**config.mk**
```make
export PLATFORM = sky130hd
export DESIGN_NAME = icache_responder
export DESIGN_NICKNAME = d
export VERILOG_FILES = /design/src/rtl/icache_pkg.sv /design/src/rtl/icache_data_ram.sv /design/src/rtl/icache_responder.sv
export SDC_FILE = /design/constraint.sdc
export NUM_CORES = 2
export LEC_CHECK = 0
export ABC_CLOCK_PERIOD_IN_PS = 5300
export BUFFER_PORTS_ARGS = -buffer_cell sky130_fd_sc_hd__buf_2
export CAP_MARGIN = 20
export CORE_MARGIN = 2
export CORE_UTILIZATION = 63
export CTS_CLUSTER_DIAMETER = 30
export DETAILED_ROUTE_END_ITERATION = 6
export PLACE_DENSITY_LB_ADDON = 0.3
export SKIP_CTS_REPAIR_TIMING = 1
export SYNTH_ARGS = -nofsm -noshare
export SYNTH_HDL_FRONTEND = slang
export SYNTH_MEMORY_MAX_BITS = 65536
export SYNTH_SLANG_ARGS = --single-unit
```
**constraint.sdc**
```tcl
create_clock -name clk -period 5.3 [get_ports clk]
set_input_delay 0.53 -clock clk [delete_from_list [all_inputs] [get_ports clk]]
set_output_delay 0.53 -clock clk [all_outputs]
set_load 0.1 [all_outputs]
```
**src/rtl/icache_pkg.sv**
```systemverilog
`default_nettype none
// ============================================================================
// Module   : icache_pkg
// Brief    : Shared constants, refill state encoding and address-field helper
//            for the direct-mapped instruction cache.
// Revision : 1.0
// ============================================================================
package icache_pkg;

    localparam int c_lines_default = 32;
    localparam int c_words_default = 4;

    localparam int          c_state_w = 2;
    localparam logic [1:0]  c_idle    = 2'd0;
    localparam logic [1:0]  c_refill  = 2'd1;
    localparam logic [1:0]  c_done    = 2'd2;

    // Extracts a right-justified bit field of a 30-bit word address.
    function automatic logic [29:0] addr_field(input logic [29:0] addr,
                                               input int          lsb,
                                               input int          width);
        return (addr >> lsb) & ((30'd1 << width) - 30'd1);
    endfunction

endpackage
`default_nettype wire

```
**src/rtl/icache_data_ram.sv**
```systemverilog
`default_nettype none
// ============================================================================
// Module   : icache_data_ram
// Brief    : Instruction data store, async read / sync write, kept separate so
//            it can be swapped for a block RAM.
// Revision : 1.0
// ============================================================================
module icache_data_ram #(
    parameter int DEPTH  = 128,
    parameter int ADDR_W = 7
) (
    input  logic              clk,
    input  logic              i_we,
    input  logic [ADDR_W-1:0] i_waddr,
    input  logic [31:0]       i_wdata,
    input  logic [ADDR_W-1:0] i_raddr,
    output logic [31:0]       o_rdata
);

    logic [31:0] r_mem [DEPTH];

    always_ff @(posedge clk) begin
        if (i_we) begin
            r_mem[i_waddr] <= i_wdata;
        end
    end

    assign o_rdata = r_mem[i_raddr];

endmodule
`default_nettype wire

```
**src/rtl/icache_responder.sv**
```systemverilog
`default_nettype none
// ============================================================================
// Module   : icache_responder
// Brief    : Direct-mapped instruction cache: zero-latency hits, whole-block
//            refill from memory over a req/ready handshake on a miss.
// Revision : 1.0
// ============================================================================
module icache_responder
    import icache_pkg::*;
#(
    parameter int LINES = c_lines_default,
    parameter int WORDS = c_words_default
) (
    input  logic        clk,
    input  logic        rst,
    input  logic        rd_en,
    input  logic [29:0] addr,
    output logic [31:0] ins,
    output logic        hit,
    output logic        mem_req,
    output logic [29:0] mem_addr,
    input  logic [31:0] mem_data,
    input  logic        mem_ready
);

    localparam int IDX_W = $clog2(LINES);
    localparam int OFF_W = $clog2(WORDS);
    localparam int TAG_W = 30 - IDX_W - OFF_W;

    logic [c_state_w-1:0] r_state;
    logic [c_state_w-1:0] w_state_next;
    logic [LINES-1:0]     r_valid;
    logic [TAG_W-1:0]     r_tag_array [LINES];
    logic [TAG_W-1:0]     r_miss_tag;
    logic [IDX_W-1:0]     r_miss_index;
    logic [OFF_W-1:0]     r_count;

    logic [OFF_W-1:0]     w_offset;
    logic [IDX_W-1:0]     w_index;
    logic [TAG_W-1:0]     w_tag;
    logic                 w_hit;
    logic                 w_we;
    logic                 w_last;
    logic [29:0]          w_mem_addr;
    logic                 w_mem_req;
    logic [31:0]          w_rdata;

    assign w_offset = OFF_W'(addr_field(addr, 0, OFF_W));
    assign w_index  = IDX_W'(addr_field(addr, OFF_W, IDX_W));
    assign w_tag    = TAG_W'(addr_field(addr, OFF_W + IDX_W, TAG_W));

    always_comb begin
        w_state_next = r_state;
        w_hit        = 1'b0;
        w_mem_req    = 1'b0;
        w_mem_addr   = '0;
        w_we         = 1'b0;
        w_last       = 1'b0;
        case (r_state)
            c_idle: begin
                w_hit = rd_en & r_valid[w_index] & (r_tag_array[w_index] == w_tag);
                if (rd_en && !w_hit) begin
                    w_state_next = c_refill;
                end
            end
            c_refill: begin
                w_mem_req  = 1'b1;
                w_mem_addr = {r_miss_tag, r_miss_index, r_count};
                w_we       = mem_ready;
                w_last     = mem_ready && (r_count == OFF_W'(WORDS - 1));
                if (w_last) begin
                    w_state_next = c_done;
                end
            end
            c_done:  w_state_next = c_idle;
            default: w_state_next = c_idle;
        endcase
    end

    always_ff @(posedge clk or posedge rst) begin
        if (rst) begin
            r_state      <= c_idle;
            r_valid      <= '0;
            r_count      <= '0;
            r_miss_tag   <= '0;
            r_miss_index <= '0;
        end else begin
            r_state <= w_state_next;
            if (r_state == c_idle && rd_en && !w_hit) begin
                r_miss_tag   <= w_tag;
                r_miss_index <= w_index;
                r_count      <= '0;
            end
            if (w_we) begin
                r_count <= r_count + OFF_W'(1);
            end
            // Valid is only raised once the final beat lands, so a reset
            // mid-refill can never expose a partial block.
            if (w_last) begin
                r_valid[r_miss_index] <= 1'b1;
            end
        end
    end

    always_ff @(posedge clk) begin
        if (w_last) begin
            r_tag_array[r_miss_index] <= r_miss_tag;
        end
    end

    icache_data_ram #(
        .DEPTH  (LINES * WORDS),
        .ADDR_W (IDX_W + OFF_W)
    ) u_data_ram (
        .clk     (clk),
        .i_we    (w_we),
        .i_waddr ({r_miss_index, r_count}),
        .i_wdata (mem_data),
        .i_raddr ({w_index, w_offset}),
        .o_rdata (w_rdata)
    );

    assign hit      = w_hit;
    assign ins      = w_hit ? w_rdata : 32'd0;
    assign mem_req  = w_mem_req;
    assign mem_addr = w_mem_addr;

endmodule
`default_nettype wire

```
**Word level (Yosys, flattened, before mapping)**

Memories as Yosys holds them, arrays and structs flattened.
Cells that the tools add are included.

- Bits of input ports: 66
- Output and inout bits: 64
- Bits in read-only memories: 0
- Memory bits (writable): 4832
- Memories: 2
- Word-level logic and storage cells: 48
- Latch bits: 0
- Register bits after elaboration: 64

- Div/mod/pow operators: 0
- Bitwise gates (word level): 3
- $mul: 0
- Shifts and indexed selects: 0
- Add/sub/neg operators: 1
- Reduce and logical (&&, ||, !) cells: 10
- Mux-type cells: 19
- Eq/ne operators: 5
- Order comparisons: 3

Memories:

| memory | words | width | read ports | clocked after Yosys merged registers in | write ports | RTL line | RTL |
|---|---|---|---|---|---|---|---|
| u_data_ram.r_mem | 128 | 32 | 1 | 0 | 1 | icache_data_ram.sv:20 | `logic [31:0] r_mem [DEPTH];` |
| r_tag_array | 32 | 23 | 1 | 0 | 1 | icache_responder.sv:33 | `logic [TAG_W-1:0] r_tag_array [LINES];` |

Operators with widths:

| operator | number |
|---|---|
| $mux 32 | 1 |
| $or 32x32->32 | 1 |
| $mux 30 | 1 |
| $eq 23x23->1 | 1 |
| $lt 5x6->1 const B | 2 |
| $mux 1 | 10 |
| $mux 2 | 4 |
| $bmux 1 s5 | 1 |
| $demux 1 s5 | 1 |
| $ge 5x1->1 const B | 1 |
| $logic_and 1x1->1 | 5 |
| $ne 2x2->1 const B | 2 |
| $pmux 2 s2 | 1 |
| $add 2x1->2 const B | 1 |
| $and 1x1->1 | 2 |
| $eq 2x1->1 const B | 1 |
| $eq 2x2->1 const B | 1 |
| $logic_not 1->1 | 2 |
| $logic_not 2->1 | 1 |
| $reduce_and 2->1 | 1 |
| $reduce_bool 2->1 | 1 |

**Logic depth before layout (Yosys ltp)**

- Depth after elaboration: 9
- Gate-level depth with buffers: 15
- Mapped depth without buffers: 9

**By module**

From an unflattened synthesis, not the netlist that was laid out.

- Cells, all modules: 7641
- Area total of the unflattened synthesis: 187660.0 um2

Modules (own cells, without submodules):

| module | area an instance (um2) | times used | cells an instance |
|---|---|---|---|
| icache_data_ram | 155635.5 | 1 | 5958 |
| icache_responder | 32024.5 | 1 | 1683 |

**Least setup slack after synthesis**

No wires, ideal clock.

- Path kind: input -> output
- Start point: input addr[2]
- End point: output ins[10]
- Setup slack: 402 ps
- Required time: 4770 ps
- Arrival: 4368 ps
- Stages on the path: 15
- Cell sequence: buf_6 > buf_8 > buf_2 > buf_4 > nor2_2 > clkbuf_1 > a22oi_1 > a21oi_1 > nor4_1 > xnor2_1 > nand4_1 > nor4b_1 > nand3_1 > buf_2 > nor2_1

- Longest elaborated chain between the ends: 6

Ends and longest elaborated chain:

| element | RTL line | RTL |
|---|---|---|
| from (decl) | icache_responder.sv:17 | `input logic [29:0] addr,` |
| parallel branches: the longest is 5 deep, another holds $mem_v2 32x23 | - |  |
| $mux 32 * | icache_responder.sv:124 | `assign ins = w_hit ? w_rdata : 32'd0;` |
| to (decl) | icache_responder.sv:18 | `output logic [31:0] ins,` |

Every way passes the cells marked *. The select of a mux whose other input is x is not followed.

**Final worst setup path**

- Start point: memory r_tag_array[11][10] (netlist name)
- End point: output ins[31]

- Longest elaborated chain between the ends: 5

Ends and longest elaborated chain:

| element | RTL line | RTL |
|---|---|---|
| from (decl) | icache_responder.sv:33 |  |
| $mem_v2 32x23 | - |  |
| $eq 23x23->1 | icache_responder.sv:61 | `w_hit = rd_en & r_valid[w_index] & (r_tag_array[w_index] == w_tag);` |
| $and 1x1->1 | icache_responder.sv:61 |  |
| $mux 1 | icache_responder.sv:59 | `case (r_state)` |
| $mux 32 | icache_responder.sv:124 |  |

Every way passes these cells.

==> results.yml <==
finish:
  area_delta_synth_final_pct: 19.29
  nets: 8635
  final_common_cell: "edfxtp_1"
  fin_util_pct: 75.37
  drive_above_1_share_pct: 37.83
  final_cell_mix: "edfxtp_1 (4832), mux4_2 (1422), clkbuf_16 (732)"
  fillCellCount: 13690
  design_area_sq_mm: 0.2233
synth:
  synth_area_leaders: "edfxtp_1 (78%), mux4_2 (17%), mux2i_1 (1.5%)"
  syn_area_sq_mm: 0.1872
  synth_area_leader_cell: "edfxtp_1"
  synth_enable_flop_cells: 4832
  ys_ff_latch: 4896
  syn_nets: 7722
  synth_cell_type_count: 48
  synth_top_flop_cell: "edfxtp_1"
  async_reset_ff_share_pct: 1.307
  yosysWarnings: 0
  yosysSeqAreaShare_pct: 78.37
  synthCells: 7655
  synth.top_cell.area_share_pct: 77.51
  syn_avg_cell_area_sq_um: 24.45
sta:
  slew_headroom_pct: 19.84
  tightest_slew_ns: 1.199
  fin_tns_setup_ns: 0
  fmaxAchievable_mhz: 194.5
  finalClockSkew_ns: 0.07821
  fin_crit_sh_pct: 97.02
  whs_ns: -0.01866
  hold_viol_final: 4
  finalSetupViolations: 0
  slew_viol_final: 0
  grt_setup_unrepaired: "no"
  layout_min_cycle_time_ns: 5.142
placement:
  placed_cell_area_sq_mm: 0.1970
  place.gp.congestion: 0.8733
  dpl.hpwl_mm: 269.4
  port_buffers: 129
clock_tree:
  clockBufferDepth: 4
  cts-root-buf: "clkbuf_16"
  cts_tree: "done"
  cts_sinks: 4896
  clk_latency_ns: 1.10
  clk_pin_slew_ns: 0.07
  cts_buffers: 727
  htree_num_levels: 6
critical_path:
  crit_fanout: 33
  worstSetupEndpoint: "ins[31]"
  start_kind: "flip-flop"
  arrival_ns: 4.61
  required_ns: 4.77
  timing.rr.end: "u_data_ram.r_mem[61][31]$_DFFE_PP_"
  worstSetupPathType: "flip-flop to output pin"
  critPathLaunch: "r_tag_array[11][10]$_DFFE_PP_"
  cp-end-kind: "output pin"
  ff2ff_path_depth: 6
  rrSetupSlack_ns: 1.19
  r2r-start: "r_state[0]$_DFFE_PP0P_"
global_routing:
  grt_pass1_wl_mm: 801.0
  antenna_found_initial: 54
  gr-usage-all-layers_pct: 38.62
  grt_pass1_vias: 99610
  grt_max_degree: 109
  globalRouteOverflowTotal: 0
routing:
  antenna_left: 0
  via_per_inst: 7.627
  routed-via-count: 100300
  wl_per_cell_um: 44.52
  drc_errors: 1
  wl_mm: 585.7
  drtIter0Drc: 20170
  drtPass1Iterations: 7
outcome:
  failed_checks: "design-rule violations, negative hold slack"
  status: "complete, but fails checks"
power_and_ir_drop:
  peakVddDrop_v: 0.0003688
  p_leak_uw: 0.07200
  pwr_density_cell_mw_per_mm2: 465.4
floorplanning:
  boundaryPins: 130
  die_w_um: 549.1
  row_count: 200
  die_area_sq_mm: 0.3015
  dieHeight_um: 549.1
  initial_core_util_pct: 63.18
  coreArea_sq_mm: 0.2963
hold_path:
  holdCritPathClass: "primary input to flip-flop"
flow_run:
  cap_violations: 0
-- layout make-up --
type,count,area [sq um],share of cell area (%)
Antenna cell,20,50.05,0.02241
Timing Repair Buffer,599,6047,2.708
Multi-Input combinational cell,2341,39990,17.91
Tap cell,3939,4928,2.207
Sequential cell,4896,146700,65.69
Clock inverter,564,7047,3.156
Inverter,3,11.26,0.005043
Clock buffer,793,18540,8.300
-- worst min path at each step --
stage                            start                                  to  slack (ns)  cells after the start
6_report                  mem_data[13]  u_data_ram.r_mem[41][13]$_DFFE_PP_       -0.02                      1
5_1_grt                   mem_data[13]  u_data_ram.r_mem[43][13]$_DFFE_PP_       0.002                      1
4_1_cts                            rst           r_miss_tag[5]$_DFFE_PP0P_       -0.30                      3
3_5_place_dp   r_valid[13]$_DFFE_PP0P_             r_valid[13]$_DFFE_PP0P_        0.45                      1
3_3_place_gp   r_valid[12]$_DFFE_PP0P_             r_valid[12]$_DFFE_PP0P_        0.45                      1
2_1_floorplan  r_valid[12]$_DFFE_PP0P_             r_valid[12]$_DFFE_PP0P_        0.43                      1
-- registers in the layout (all words and copies together), names as in the netlist --
register / cells
u_data_ram.r_mem: 4096
r_state: 2
r_tag_array: 736
r_miss_tag: 23
r_valid: 32
r_miss_index: 5
r_count: 2
-- critical path, cell delays in order (launching register included) --
cell      delay (ns)
edfxtp_1        0.45
mux4_2          0.52
mux4_2          0.50
mux2i_1         0.27
xnor2_1         0.17
nor4b_1         0.41
nand3_2         0.28
buf_12          0.30
nor2_4          0.22
buf_4           0.18
buf_12          0.17
-- cell usage after synthesis (13+ instances only) --
cell type / count
a21oi_1: 54
a22oi_1: 110
and2_1: 35
buf_2: 56
buf_4: 24
clkbuf_1: 322
dfrtp_1: 64
edfxtp_1: 4832
mux2_4: 27
mux2i_1: 285
mux4_2: 1422
nand2_1: 24
nand3_1: 20
nand4_1: 13
nor2_1: 204
nor2b_1: 22
nor4_1: 15
or2_2: 34
xnor2_1: 21
-- power breakdown --
part / switching [uW] / total, uW / internal, uW / leakage (uW)
logic: 5510 / 8010 / 2490 / 0.0155
clock network: 20300 / 50800 / 30500 / 0.0122
registers: 962 / 45200 / 44200 / 0.0443
-- routing by layer --
layer  wire length (um)  part of all wire, %  up-vias  GRT usage [%]
li1                   -                    -    35160              -
met1             185600                   32    52090          50.95
met2             282500                   48    11100          60.68
met3              82260                   14     1948          10.48
met4              35050                  6.0       34          18.75
met5                296                0.051        -              0
-- stage by stage --
stage / hold WS (ns) / std cells / total power (uW) / setup slack, ns
2_1_floorplan: 0.4337 / 7655 / 49600 / 0.4024
3_3_place_gp: 0.4456 / 11730 / 52580 / -0.1025
3_5_place_dp: 0.4498 / 11740 / 52860 / -0.05887
4_1_cts: -0.3032 / 13090 / 103200 / -0.1909
5_1_grt: 0.001989 / 13140 / 105500 / 0.09128
6_report: -0.01866 / 13160 / 103900 / 0.1578
-- logic make-up (layout without fill, tap and decap cells) --
kind of cell	Yosys count	count (layout)	synth area share, %
xor gates and xnor gates	24	24	0.1123
DFF	4896	4896	78.37
buffers and inverters	418	1959	0.9458
and+or+nand+nor	383	383	0.9678
other	0	20	0
adders and majority gates	1	1	0.006683
muxes	1743	1743	18.90
AOI/OAI and AO/OA	190	190	0.6965
No activity file was read; power rests on OpenSTA's default activity.
